**config.mk**
```make
export PLATFORM = sky130hd
export DESIGN_NAME = descriptor_input_queue_flat
export DESIGN_NICKNAME = d
export VERILOG_FILES = /design/src/rtl/descriptor_input_queue_pkg.sv /design/src/rtl/descriptor_input_queue_if.sv /design/src/rtl/descriptor_input_queue_ram.sv /design/src/rtl/descriptor_input_queue.sv /design/src/flat_wrapper.sv
export SDC_FILE = /design/constraint.sdc
export NUM_CORES = 1
export LEC_CHECK = 0
export BUFFER_PORTS_ARGS = -buffer_cell sky130_fd_sc_hd__buf_4
export CAP_MARGIN = 10
export CORE_ASPECT_RATIO = 0.5
export CORE_MARGIN = 2
export CORE_UTILIZATION = 29
export CTS_BUF_LIST = sky130_fd_sc_hd__clkbuf_8
export DETAILED_ROUTE_END_ITERATION = 16
export PLACE_DENSITY_LB_ADDON = 0.08
export SLEW_MARGIN = 20
export SYNTH_ARGS = -nofsm -noshare
export SYNTH_HDL_FRONTEND = slang
export SYNTH_SLANG_ARGS = --single-unit
```
**constraint.sdc**
```tcl
create_clock -name i_clk -period 5.5 [get_ports i_clk]
set_clock_uncertainty 0.15 [all_clocks]
set_input_delay 1.1 -clock i_clk [delete_from_list [all_inputs] [get_ports i_clk]]
set_output_delay 1.1 -clock i_clk [all_outputs]
set_load 0.1 [all_outputs]
```
**src/rtl/descriptor_input_queue_pkg.sv**
```systemverilog
// Shared descriptor-stage definitions: default geometry, descriptor field layout and read FSM encodings.
package tsn_desc_pkg;

    localparam int DESC_W_DEF     = 40;
    localparam int DEPTH_LOG2_DEF = 4;
    localparam int DROP_CNT_W_DEF = 16;

    // bufid occupies the top of the descriptor, tsntag the remainder
    localparam int DESC_BUFID_MSB  = 39;
    localparam int DESC_BUFID_LSB  = 31;
    localparam int DESC_TSNTAG_MSB = 30;
    localparam int DESC_TSNTAG_LSB = 0;

    typedef enum logic {
        RD_IDLE    = 1'b0,
        RD_PRESENT = 1'b1
    } rd_state_t;

    function automatic logic [DESC_BUFID_MSB-DESC_BUFID_LSB:0] desc_bufid(
        input logic [DESC_W_DEF-1:0] desc
    );
        return desc[DESC_BUFID_MSB:DESC_BUFID_LSB];
    endfunction

endpackage

```
**src/rtl/descriptor_input_queue_if.sv**
```systemverilog
// Descriptor queue bus: write side from the host-input mux, read side to the input-queue manager, status.
interface descriptor_input_queue_if #(
    parameter int DESC_W     = tsn_desc_pkg::DESC_W_DEF,
    parameter int DEPTH_LOG2 = tsn_desc_pkg::DEPTH_LOG2_DEF,
    parameter int DROP_CNT_W = tsn_desc_pkg::DROP_CNT_W_DEF
) ();
    import tsn_desc_pkg::*;

    // Handshake: a write strobe is accepted only if the queue was not full at that edge, and the
    // acceptance is pulsed on o_descriptor_ack the following cycle; o_descriptor_wr is a level that
    // holds ov_descriptor stable until i_descriptor_ack is seen high at an edge while it is asserted.
    logic [DESC_W-1:0]     iv_descriptor;
    logic                  i_descriptor_wr;
    logic                  o_descriptor_ack;
    logic [DESC_W-1:0]     ov_descriptor;
    logic                  o_descriptor_wr;
    logic                  i_descriptor_ack;
    logic [DEPTH_LOG2:0]   ov_queue_usedw;
    logic                  o_queue_full;
    logic                  o_queue_empty;
    logic [DROP_CNT_W-1:0] ov_drop_cnt;
    rd_state_t             rd_state;

    modport slave (
        input  iv_descriptor, i_descriptor_wr, i_descriptor_ack,
        output o_descriptor_ack, ov_descriptor, o_descriptor_wr,
        output ov_queue_usedw, o_queue_full, o_queue_empty, ov_drop_cnt, rd_state
    );

    modport master (
        output iv_descriptor, i_descriptor_wr, i_descriptor_ack,
        input  o_descriptor_ack, ov_descriptor, o_descriptor_wr,
        input  ov_queue_usedw, o_queue_full, o_queue_empty, ov_drop_cnt, rd_state
    );

endinterface

```
**src/rtl/descriptor_input_queue_ram.sv**
```systemverilog
// Descriptor storage: register array with synchronous write and combinational read.
module desc_queue_ram #(
    parameter int DESC_W = 40,
    parameter int ADDR_W = 4
) (
    input  logic              clk,
    input  logic              we,
    input  logic [ADDR_W-1:0] waddr,
    input  logic [DESC_W-1:0] wdata,
    input  logic [ADDR_W-1:0] raddr,
    output logic [DESC_W-1:0] rdata
);

    logic [DESC_W-1:0] mem [2**ADDR_W];

    always_ff @(posedge clk) begin
        if (we) begin
            mem[waddr] <= wdata;
        end
    end

    assign rdata = mem[raddr];

endmodule

```
**src/rtl/descriptor_input_queue.sv**
```systemverilog
// Descriptor FIFO between the host-input descriptor mux and the input-queue manager.
// Optional saturating drop counter enabled by defining DESC_QUEUE_DROP_CNT_EN.
module descriptor_input_queue #(
    parameter int DESC_W     = tsn_desc_pkg::DESC_W_DEF,
    parameter int DEPTH_LOG2 = tsn_desc_pkg::DEPTH_LOG2_DEF,
    parameter int DROP_CNT_W = tsn_desc_pkg::DROP_CNT_W_DEF
) (
    input  logic                      i_clk,
    input  logic                      i_rst_n,
    descriptor_input_queue_if.slave   bus
);
    import tsn_desc_pkg::*;

    localparam logic [DEPTH_LOG2:0]   DEPTH_CNT = (DEPTH_LOG2+1)'(2**DEPTH_LOG2);
    localparam logic [DEPTH_LOG2-1:0] PTR_ONE   = 1;
    localparam logic [DEPTH_LOG2:0]   CNT_ONE   = 1;

    logic [DEPTH_LOG2-1:0] wr_ptr;
    logic [DEPTH_LOG2-1:0] rd_ptr;
    logic [DEPTH_LOG2-1:0] rd_ptr_nxt;
    logic [DEPTH_LOG2:0]   count;
    logic [DEPTH_LOG2:0]   count_nxt;
    logic                  full_q;
    logic                  empty_q;
    logic                  ack_q;
    logic                  push;
    logic                  pop;
    rd_state_t             state;
    rd_state_t             state_nxt;
    logic [DESC_W-1:0]     head_q;
    logic [DESC_W-1:0]     head_nxt;
    logic [DESC_W-1:0]     ram_rdata;
    logic [DESC_W-1:0]     next_head;

    // Full is the registered value, so a pop on the same edge never admits a write.
    assign push       = bus.i_descriptor_wr && !full_q;
    assign pop        = (state == RD_PRESENT) && bus.i_descriptor_ack;
    assign rd_ptr_nxt = pop ? (rd_ptr + PTR_ONE) : rd_ptr;

    always_comb begin
        count_nxt = count;
        if (push && !pop) begin
            count_nxt = count + CNT_ONE;
        end else if (pop && !push) begin
            count_nxt = count - CNT_ONE;
        end
    end

    desc_queue_ram #(
        .DESC_W (DESC_W),
        .ADDR_W (DEPTH_LOG2)
    ) u_ram (
        .clk   (i_clk),
        .we    (push),
        .waddr (wr_ptr),
        .wdata (bus.iv_descriptor),
        .raddr (rd_ptr_nxt),
        .rdata (ram_rdata)
    );

    // With one entry left and a same-edge push, the new head is the word being written right now.
    assign next_head = (push && (wr_ptr == rd_ptr_nxt)) ? bus.iv_descriptor : ram_rdata;

    always_comb begin
        state_nxt = state;
        head_nxt  = head_q;
        case (state)
            RD_IDLE: begin
                head_nxt = '0;
                if (count != '0) begin
                    head_nxt  = next_head;
                    state_nxt = RD_PRESENT;
                end
            end
            RD_PRESENT: begin
                if (pop) begin
                    if (count_nxt != '0) begin
                        head_nxt = next_head;
                    end else begin
                        head_nxt  = '0;
                        state_nxt = RD_IDLE;
                    end
                end
            end
            default: begin
                head_nxt  = '0;
                state_nxt = RD_IDLE;
            end
        endcase
    end

    always_ff @(posedge i_clk) begin
        if (!i_rst_n) begin
            wr_ptr  <= '0;
            rd_ptr  <= '0;
            count   <= '0;
            full_q  <= 1'b0;
            empty_q <= 1'b1;
            ack_q   <= 1'b0;
            state   <= RD_IDLE;
            head_q  <= '0;
        end else begin
            if (push) begin
                wr_ptr <= wr_ptr + PTR_ONE;
            end
            rd_ptr  <= rd_ptr_nxt;
            count   <= count_nxt;
            full_q  <= (count_nxt == DEPTH_CNT);
            empty_q <= (count_nxt == '0);
            ack_q   <= push;
            state   <= state_nxt;
            head_q  <= head_nxt;
        end
    end

`ifdef DESC_QUEUE_DROP_CNT_EN
    localparam logic [DROP_CNT_W-1:0] DROP_ONE = 1;

    logic [DROP_CNT_W-1:0] drop_cnt;
    logic                  drop;

    assign drop = bus.i_descriptor_wr && full_q;

    always_ff @(posedge i_clk) begin
        if (!i_rst_n) begin
            drop_cnt <= '0;
        end else if (drop && (drop_cnt != '1)) begin
            drop_cnt <= drop_cnt + DROP_ONE;
        end
    end

    assign bus.ov_drop_cnt = drop_cnt;
`else
    assign bus.ov_drop_cnt = '0;
`endif

    assign bus.o_descriptor_ack = ack_q;
    assign bus.ov_descriptor    = head_q;
    assign bus.o_descriptor_wr  = (state == RD_PRESENT);
    assign bus.ov_queue_usedw   = count;
    assign bus.o_queue_full     = full_q;
    assign bus.o_queue_empty    = empty_q;
    assign bus.rd_state         = state;

endmodule
```
**src/flat_wrapper.sv**
```systemverilog
// flat-port wrapper written by rule: the top's interface ports become plain ports
module descriptor_input_queue_flat import tsn_desc_pkg::*;
#(
    parameter int DESC_W     = tsn_desc_pkg::DESC_W_DEF,
    parameter int DEPTH_LOG2 = tsn_desc_pkg::DEPTH_LOG2_DEF,
    parameter int DROP_CNT_W = tsn_desc_pkg::DROP_CNT_W_DEF
)
  (i_clk, i_rst_n, bus_iv_descriptor, bus_i_descriptor_wr, bus_i_descriptor_ack, bus_o_descriptor_ack, bus_ov_descriptor, bus_o_descriptor_wr, bus_ov_queue_usedw, bus_o_queue_full, bus_o_queue_empty, bus_ov_drop_cnt, bus_rd_state);
  descriptor_input_queue_if #(.DESC_W(DESC_W), .DEPTH_LOG2(DEPTH_LOG2), .DROP_CNT_W(DROP_CNT_W)) bus_i ();
  input  logic i_clk;
  input  logic i_rst_n;
  input wire logic [$bits(bus_i.iv_descriptor)-1:0] bus_iv_descriptor;
  input wire logic [$bits(bus_i.i_descriptor_wr)-1:0] bus_i_descriptor_wr;
  input wire logic [$bits(bus_i.i_descriptor_ack)-1:0] bus_i_descriptor_ack;
  output wire logic [$bits(bus_i.o_descriptor_ack)-1:0] bus_o_descriptor_ack;
  output wire logic [$bits(bus_i.ov_descriptor)-1:0] bus_ov_descriptor;
  output wire logic [$bits(bus_i.o_descriptor_wr)-1:0] bus_o_descriptor_wr;
  output wire logic [$bits(bus_i.ov_queue_usedw)-1:0] bus_ov_queue_usedw;
  output wire logic [$bits(bus_i.o_queue_full)-1:0] bus_o_queue_full;
  output wire logic [$bits(bus_i.o_queue_empty)-1:0] bus_o_queue_empty;
  output wire logic [$bits(bus_i.ov_drop_cnt)-1:0] bus_ov_drop_cnt;
  output wire logic [$bits(bus_i.rd_state)-1:0] bus_rd_state;
  assign bus_i.iv_descriptor = bus_iv_descriptor;
  assign bus_i.i_descriptor_wr = bus_i_descriptor_wr;
  assign bus_i.i_descriptor_ack = bus_i_descriptor_ack;
  assign bus_o_descriptor_ack = bus_i.o_descriptor_ack;
  assign bus_ov_descriptor = bus_i.ov_descriptor;
  assign bus_o_descriptor_wr = bus_i.o_descriptor_wr;
  assign bus_ov_queue_usedw = bus_i.ov_queue_usedw;
  assign bus_o_queue_full = bus_i.o_queue_full;
  assign bus_o_queue_empty = bus_i.o_queue_empty;
  assign bus_ov_drop_cnt = bus_i.ov_drop_cnt;
  assign bus_rd_state = bus_i.rd_state;
  descriptor_input_queue #(.DESC_W(DESC_W), .DEPTH_LOG2(DEPTH_LOG2), .DROP_CNT_W(DROP_CNT_W)) u_core (.i_clk(i_clk), .i_rst_n(i_rst_n), .bus(bus_i));
endmodule
```
# After elaboration in Yosys (flattened, before gate mapping)
# Memory sizes are Yosys's and may differ from the RTL's.
# Cells that the tools add are included.
# word_totals
mem_count	1
rom_bits	0
in_bits	44
latchBits	0
elab_cells	42
ramBits	640
regBits	57
out_inout_bits	66
# memory_table
name	words	width	read_ports	rd_ports_with_merged_regs	write_ports	line_no	rtl
u_core.u_ram.mem	16	40	1	0	1	descriptor_input_queue_ram.sv:14	logic [DESC_W-1:0] mem [2**ADDR_W];
# op_classes
n_reduce_logical	11
mux	14
n_bitwise	1
n_mul	0
n_lt_le_gt_ge	0
eq_ne	3
n_shift	0
div_mod_pow	0
n_addsub	4
# op_table
cell	n
two-way mux 40 bit	4
case mux 40 bit (2 select lines)	1
two-way mux 5 bit	2
nonzero test 5 bit	2
adder 4 x 1 -> 4 bit, second input constant	2
adder 5 x 1 -> 5 bit, second input constant	1
== test 5 bit, second input constant	1
logical AND 1 bit	5
zero test 5 bit	1
two-way mux 1 bit	5
subtractor 5 x 1 -> 5 bit, second input constant	1
== test 4 bit	1
two-way mux 4 bit	1
zero test 1 bit	3
!= test 2 x 1 -> 1 bit, second input constant	1
case mux 1 bit (2 select lines)	1
NOT 1 bit	1

# Depth between registers and ports, before layout
# depth
word_depth	10
depth_mapped	12

# Cells and area by module
# Synthesis repeated with hierarchy kept, for this count alone.
# hier_totals
cells_unflattened	1290
area_unflattened_um2	27158.5
# by_module_without_submodules
module	cells_each	area_per_inst_um2	n_inst
desc_queue_ram	1000	24330.8	1
descriptor_input_queue	290	2827.7	1

# Worst setup path before layout
# Ideal clock, no wire load.
# synth_timing
path_kind	input to register
startpoint	input port bus_i_descriptor_wr
endpoint	memory u_core.u_ram.mem[3][0], enable pin
slack_ns	0.402
t_arrival_ns	4.461
setup_time_ns	0.487
required_time_ns	4.863
path_stages	5
cell_sequence	nor2b_1 buf_2 buf_2 nand2_1 nor3_1
# synth_between
elab_chain_len	3
# synth_rtl
element	line_no	rtl
start, declared	flat_wrapper.sv:13	input wire logic [$bits(bus_i.i_descriptor_wr)-1:0] bus_i_descriptor_wr;
logical AND 1 bit	descriptor_input_queue.sv:36	assign push = bus.i_descriptor_wr && !full_q;
two-way mux 1 bit	descriptor_input_queue_ram.sv:17	if (we) begin
two-way mux 1 bit (not written as such)	descriptor_input_queue_ram.sv:18	mem[waddr] <= wdata;
end, declared	descriptor_input_queue_ram.sv:14	
# No other way between the ends.

# Final worst setup path
# layout_timing
startpoint	register u_core.rd_ptr[0]
endpoint	register u_core.head_q[23], in the netlist u_core.bus.ov_descriptor[23]
# layout_between
elab_chain_len	8
elab_cells_between_ends	10
# layout_rtl
element	line_no	rtl
start, declared	descriptor_input_queue.sv:19	logic [DEPTH_LOG2-1:0] rd_ptr;
start signal, assigned	descriptor_input_queue.sv:106	rd_ptr <= rd_ptr_nxt;
adder 4 x 1 -> 4 bit	descriptor_input_queue.sv:38	assign rd_ptr_nxt = pop ? (rd_ptr + PTR_ONE) : rd_ptr;
two-way mux 4 bit (*)	descriptor_input_queue.sv:38	
branches (longest 2 deep; another with memory (16 x 40 bit))	-	
two-way mux 40 bit (*)	descriptor_input_queue.sv:62	assign next_head = (push && (wr_ptr == rd_ptr_nxt)) ? bus.iv_descriptor : ram_rdata;
two-way mux 40 bit	descriptor_input_queue.sv:77	if (count_nxt != '0) begin
two-way mux 40 bit	descriptor_input_queue.sv:76	if (pop) begin
case mux 40 bit (2 select lines) (*)	descriptor_input_queue.sv:67	case (state)
end signal, assigned	descriptor_input_queue.sv:112	head_q <= head_nxt;
end, declared	descriptor_input_queue.sv:30	logic [DESC_W-1:0] head_q;
# Mark *: on every way between the ends. The select of a mux whose other input is x is not followed.
# A chain may end at the register's enable or synchronous reset.

==> metrics.txt <==
# TYPE chip_impl_metric gauge
chip_impl_metric{name="yosysSeqAreaShare",unit="%"} 62.3
chip_impl_metric{name="setup-violations-final",unit=""} 0
chip_impl_info{name="tritoncts_clock_tree",value="built"} 1
chip_impl_info{name="holdCritPathClass",value="flop to flop"} 1
chip_impl_metric{name="power.static_leakage",unit="nW"} 11.8
chip_impl_metric{name="vias",unit=""} 22900
chip_impl_metric{name="dieWidth",unit="um"} 479
chip_impl_metric{name="path_max_fanout",unit=""} 40
chip_impl_metric{name="postRouteWirelength",unit="um"} 117000
chip_impl_info{name="worst-setup-path-type",value="flop to flop"} 1
chip_impl_metric{name="placementRows",unit=""} 87
chip_impl_metric{name="layout-drive-gt1-share",unit="%"} 16.5
chip_impl_metric{name="final_clock_period_utilization_by_the_worst_path",unit="%"} 76.3
chip_impl_info{name="setup_repair_after_global_routing_missed_its_margin",value="no"} 1
chip_impl_metric{name="drt_pre_antenna_iters",unit=""} 5
chip_impl_metric{name="totalPowerFinal",unit="mW"} 16.9
chip_impl_metric{name="ant_nets",unit=""} 0
chip_impl_info{name="clock-root-buffer",value="clkbuf_8"} 1
chip_impl_metric{name="synth_cell_type_count",unit=""} 74
chip_impl_metric{name="cts_setup_buffers",unit=""} 0
chip_impl_metric{name="regArea",unit="um^2"} 20400
chip_impl_info{name="worst_path_max_delay_cell",value="o22ai_4"} 1
chip_impl_metric{name="multiInputGateArea",unit="um^2"} 11200
chip_impl_info{name="path_cells",value="ha_4 > and3b_1 > o22ai_4 > buf_4 > o221ai_1 > a221o_1 > and3_1 > o31ai_1"} 1
chip_impl_metric{name="dieArea",unit="um^2"} 116000
chip_impl_metric{name="port-buffer-count",unit=""} 93
chip_impl_metric{name="holdBufCountCts",unit=""} 0
chip_impl_metric{name="viasPerCell",unit=""} 5.48
chip_impl_metric{name="via_count_of_the_first_global_routing_pass",unit=""} 22800
chip_impl_metric{name="pin_count_of_the_biggest_net_entering_global_routing",unit=""} 130
chip_impl_info{name="sort_of_element_at_the_end_of_the_critical_path",value="flop"} 1
chip_impl_info{name="area_contributors_post_synth",value="edfxtp_1, mux2i_1, dfxtp_1, mux4_2, a21oi_1"} 1
chip_impl_info{name="synth_commonest_cells",value="edfxtp_1, a21oi_1, mux2i_1, nand2_1, o21ai_0"} 1
chip_impl_metric{name="initial_core_util",unit="%"} 29.1
chip_impl_metric{name="setup_tns",unit="ns"} 0
chip_impl_metric{name="timing_hold_violations_final",unit=""} 0
chip_impl_metric{name="finish.cell_count_without_fillers",unit=""} 4176
chip_impl_metric{name="worstPathRequired",unit="ns"} 6.05
chip_impl_metric{name="overflow",unit=""} 0
chip_impl_metric{name="place.detailed.hpwl",unit="um"} 64300
chip_impl_info{name="outcome",value="finished clean"} 1
chip_impl_metric{name="cp_data_arrival_time",unit="ns"} 4.75
chip_impl_metric{name="detail_route.drc_violations",unit=""} 0
chip_impl_info{name="postSynth.topFlopCell",value="edfxtp_1"} 1
chip_impl_metric{name="finish.utilization",unit="%"} 33.2
chip_impl_metric{name="cts_made_buffers",unit=""} 111
chip_impl_metric{name="worst_slew_pin_slew",unit="ns"} 1.11
chip_impl_metric{name="clock_sink_count",unit=""} 697
chip_impl_metric{name="cpPeakStageDelay",unit="ns"} 0.82
chip_impl_metric{name="yosys.area.top_type_share",unit="%"} 58.8
chip_impl_metric{name="path_clk_slew",unit="ns"} 0.07
chip_impl_metric{name="count_of_state_elements_after_synthesis",unit=""} 697
chip_impl_metric{name="drv_slew",unit=""} 0
chip_impl_metric{name="cts-resized-gates",unit=""} 0
chip_impl_metric{name="synth_enable_flop_cells",unit=""} 640
chip_impl_metric{name="synthesized_instance_count",unit=""} 2515
chip_impl_metric{name="highest_achievable_clock_rate",unit="GHz"} 0.238
chip_impl_metric{name="insertion_delay",unit="ns"} 0.80
chip_impl_metric{name="async_flop_share",unit="%"} 0
chip_impl_metric{name="cts_htree_levels",unit=""} 3
chip_impl_metric{name="dp_cells",unit=""} 3970
chip_impl_metric{name="ios",unit=""} 110
chip_impl_metric{name="syn_avg_cell_area",unit="um^2"} 13.0
chip_impl_metric{name="num-nets-final",unit=""} 2621
chip_impl_metric{name="fillCellCount",unit=""} 11000
chip_impl_metric{name="hold_worst_slack",unit="ns"} 0.313
chip_impl_metric{name="antenna_violations_before_repair",unit=""} 2
chip_impl_metric{name="routabilityCongestion",unit=""} 0.721
chip_impl_metric{name="layout_min_cycle_time",unit="ns"} 4.20
chip_impl_metric{name="grt_first_pass_wirelength",unit="um"} 167000
chip_impl_metric{name="wire_per_inst",unit="um"} 28.1
chip_impl_metric{name="cap_viol_max_count",unit=""} 0
chip_impl_metric{name="vdd.ir_drop.worst",unit="mV"} 0.306
chip_impl_metric{name="core",unit="um^2"} 112000
chip_impl_metric{name="track_usage",unit="%"} 20.0
chip_impl_metric{name="power_density",unit="nW/um^2"} 453
chip_impl_metric{name="post_synth_instance_area",unit="um^2"} 32700
chip_impl_metric{name="timing.slew.headroom",unit="%"} 26.3
chip_impl_metric{name="drt_first_iter_violations",unit=""} 1921
chip_impl_metric{name="dieHeight",unit="um"} 241
chip_impl_metric{name="area_delta_synth_final",unit="%"} 14.1
chip_impl_info{name="crit_path_launch_type",value="flop"} 1
chip_impl_info{name="synth_area_leader_cell",value="edfxtp_1"} 1
chip_impl_metric{name="synth_warnings",unit=""} 0
chip_impl_info{name="most_instantiated_library_cell_after_synthesis",value="edfxtp_1"} 1
chip_impl_metric{name="clock_tree.buffer_depth",unit=""} 3
## report_power, final
part / internal (mW) / total, mW / switching, mW / leakage, nW
Clock: 2.08 / 4.28 / 2.20 / 1.25
Combinational: 1.85 / 6.33 / 4.48 / 4.34
Sequential: 6.01 / 6.30 / 0.291 / 6.25
## through the flow
stage / cell area (um^2) / worst slack (ns)
after floorplan: 32700 / 0.402
after global placement: 35200 / 0.768
after CTS: 37300 / 1.34
after detailed placement: 35300 / 0.669
after global routing: 37300 / 1.08
final: 37300 / 1.30
## sequential cells by signal, indices dropped and copies added (netlist names)
| register | flops |
|---|---|
| u_core.u_ram.mem | 640 |
| u_core.bus.ov_descriptor | 40 |
| u_core.bus.ov_queue_usedw | 5 |
| u_core.rd_ptr | 4 |
| u_core.wr_ptr | 4 |
| u_core.bus.o_descriptor_ack | 1 |
| u_core.bus.o_descriptor_wr | 1 |
| u_core.bus.o_queue_empty | 1 |
| u_core.bus.o_queue_full | 1 |
## critical path: cells and delay by family, from the launching register on
kind,cells,cell delay (ns)
AOI/OAI and AO/OA,4,1.57
DFF,1,0.74
adders and majority gates,1,0.65
and+or+nand+nor,2,0.49
buffers and inverters,1,0.41
## cells by family (layout without fill, tap and decap cells)
family | after synthesis | in the layout | share of synthesized area, %
DFF | 697 | 697 | 62.3
and+or+nand+nor | 460 | 460 | 7.15
muxes | 193 | 193 | 7.48
AOI/OAI and AO/OA | 846 | 846 | 18.1
xor gates and xnor gates | 14 | 14 | 0.375
buffers and inverters | 297 | 429 | 4.29
adders and majority gates | 7 | 7 | 0.268
other | 1 | 17 | 0.0115
## metal layers
layer / global-route usage, % / vias to the layer above / part of all wire, % / wire length [um]
li1: - / 10200 / - / -
met2: 32.0 / 631 / 46 / 53800
met1: 28.1 / 11900 / 47 / 55600
met5: 0 / - / 0 / 0
met3: 2.95 / 186 / 4.4 / 5140
met4: 5.89 / 0 / 2.5 / 2940
## final timing paths
path	start	to	slack, ns	cells past startpoint
hold / removal	u_core.bus.ov_descriptor[31]	u_core.bus.ov_descriptor[31]	0.31	2
setup / recovery	u_core.rd_ptr[0]	u_core.bus.ov_descriptor[23]	1.30	8
hold reg to reg	u_core.bus.ov_descriptor[31]	u_core.bus.ov_descriptor[31]	0.31	2
setup reg to reg	u_core.rd_ptr[0]	u_core.bus.ov_descriptor[23]	1.30	8
## cells in the final DEF (no fill, tap or decap), drive strengths merged, types with 14 or more instances in the layout
| cell | instances |
|---|---|
| o32ai | 14 |
| dfxtp | 57 |
| edfxtp | 640 |
| clkbuf | 126 |
| o221ai | 38 |
| nand2 | 134 |
| nor2b | 14 |
| o211ai | 66 |
| a31oi | 39 |
| buf | 184 |
| mux4 | 40 |
| conb | 16 |
| a211o | 36 |
| a221oi | 43 |
| o21ai | 142 |
| a211oi | 68 |
| nand3 | 84 |
| inv | 96 |
| o31ai | 52 |
| mux2i | 142 |
| o21a | 14 |
| o22ai | 15 |
| nor2 | 69 |
| a22oi | 57 |
| and3 | 34 |
| a21oi | 157 |
| nor3 | 18 |
| clkinv | 20 |
| a21boi | 16 |
| nand4 | 34 |
| a221o | 23 |
| nand2b | 25 |
## layout make-up
class                   instances  share of cell area (%)
diodes                          1                 0.00671
well taps                    1513                    5.07
inverters                      40                   0.419
flip-flops and latches        697                    54.6
multi-input cells            1536                    30.0
clock buffers                 126                    4.65
clock inverters                79                   0.858
repair buffers                184                    4.37
No activity file was read; power rests on OpenSTA's default activity.
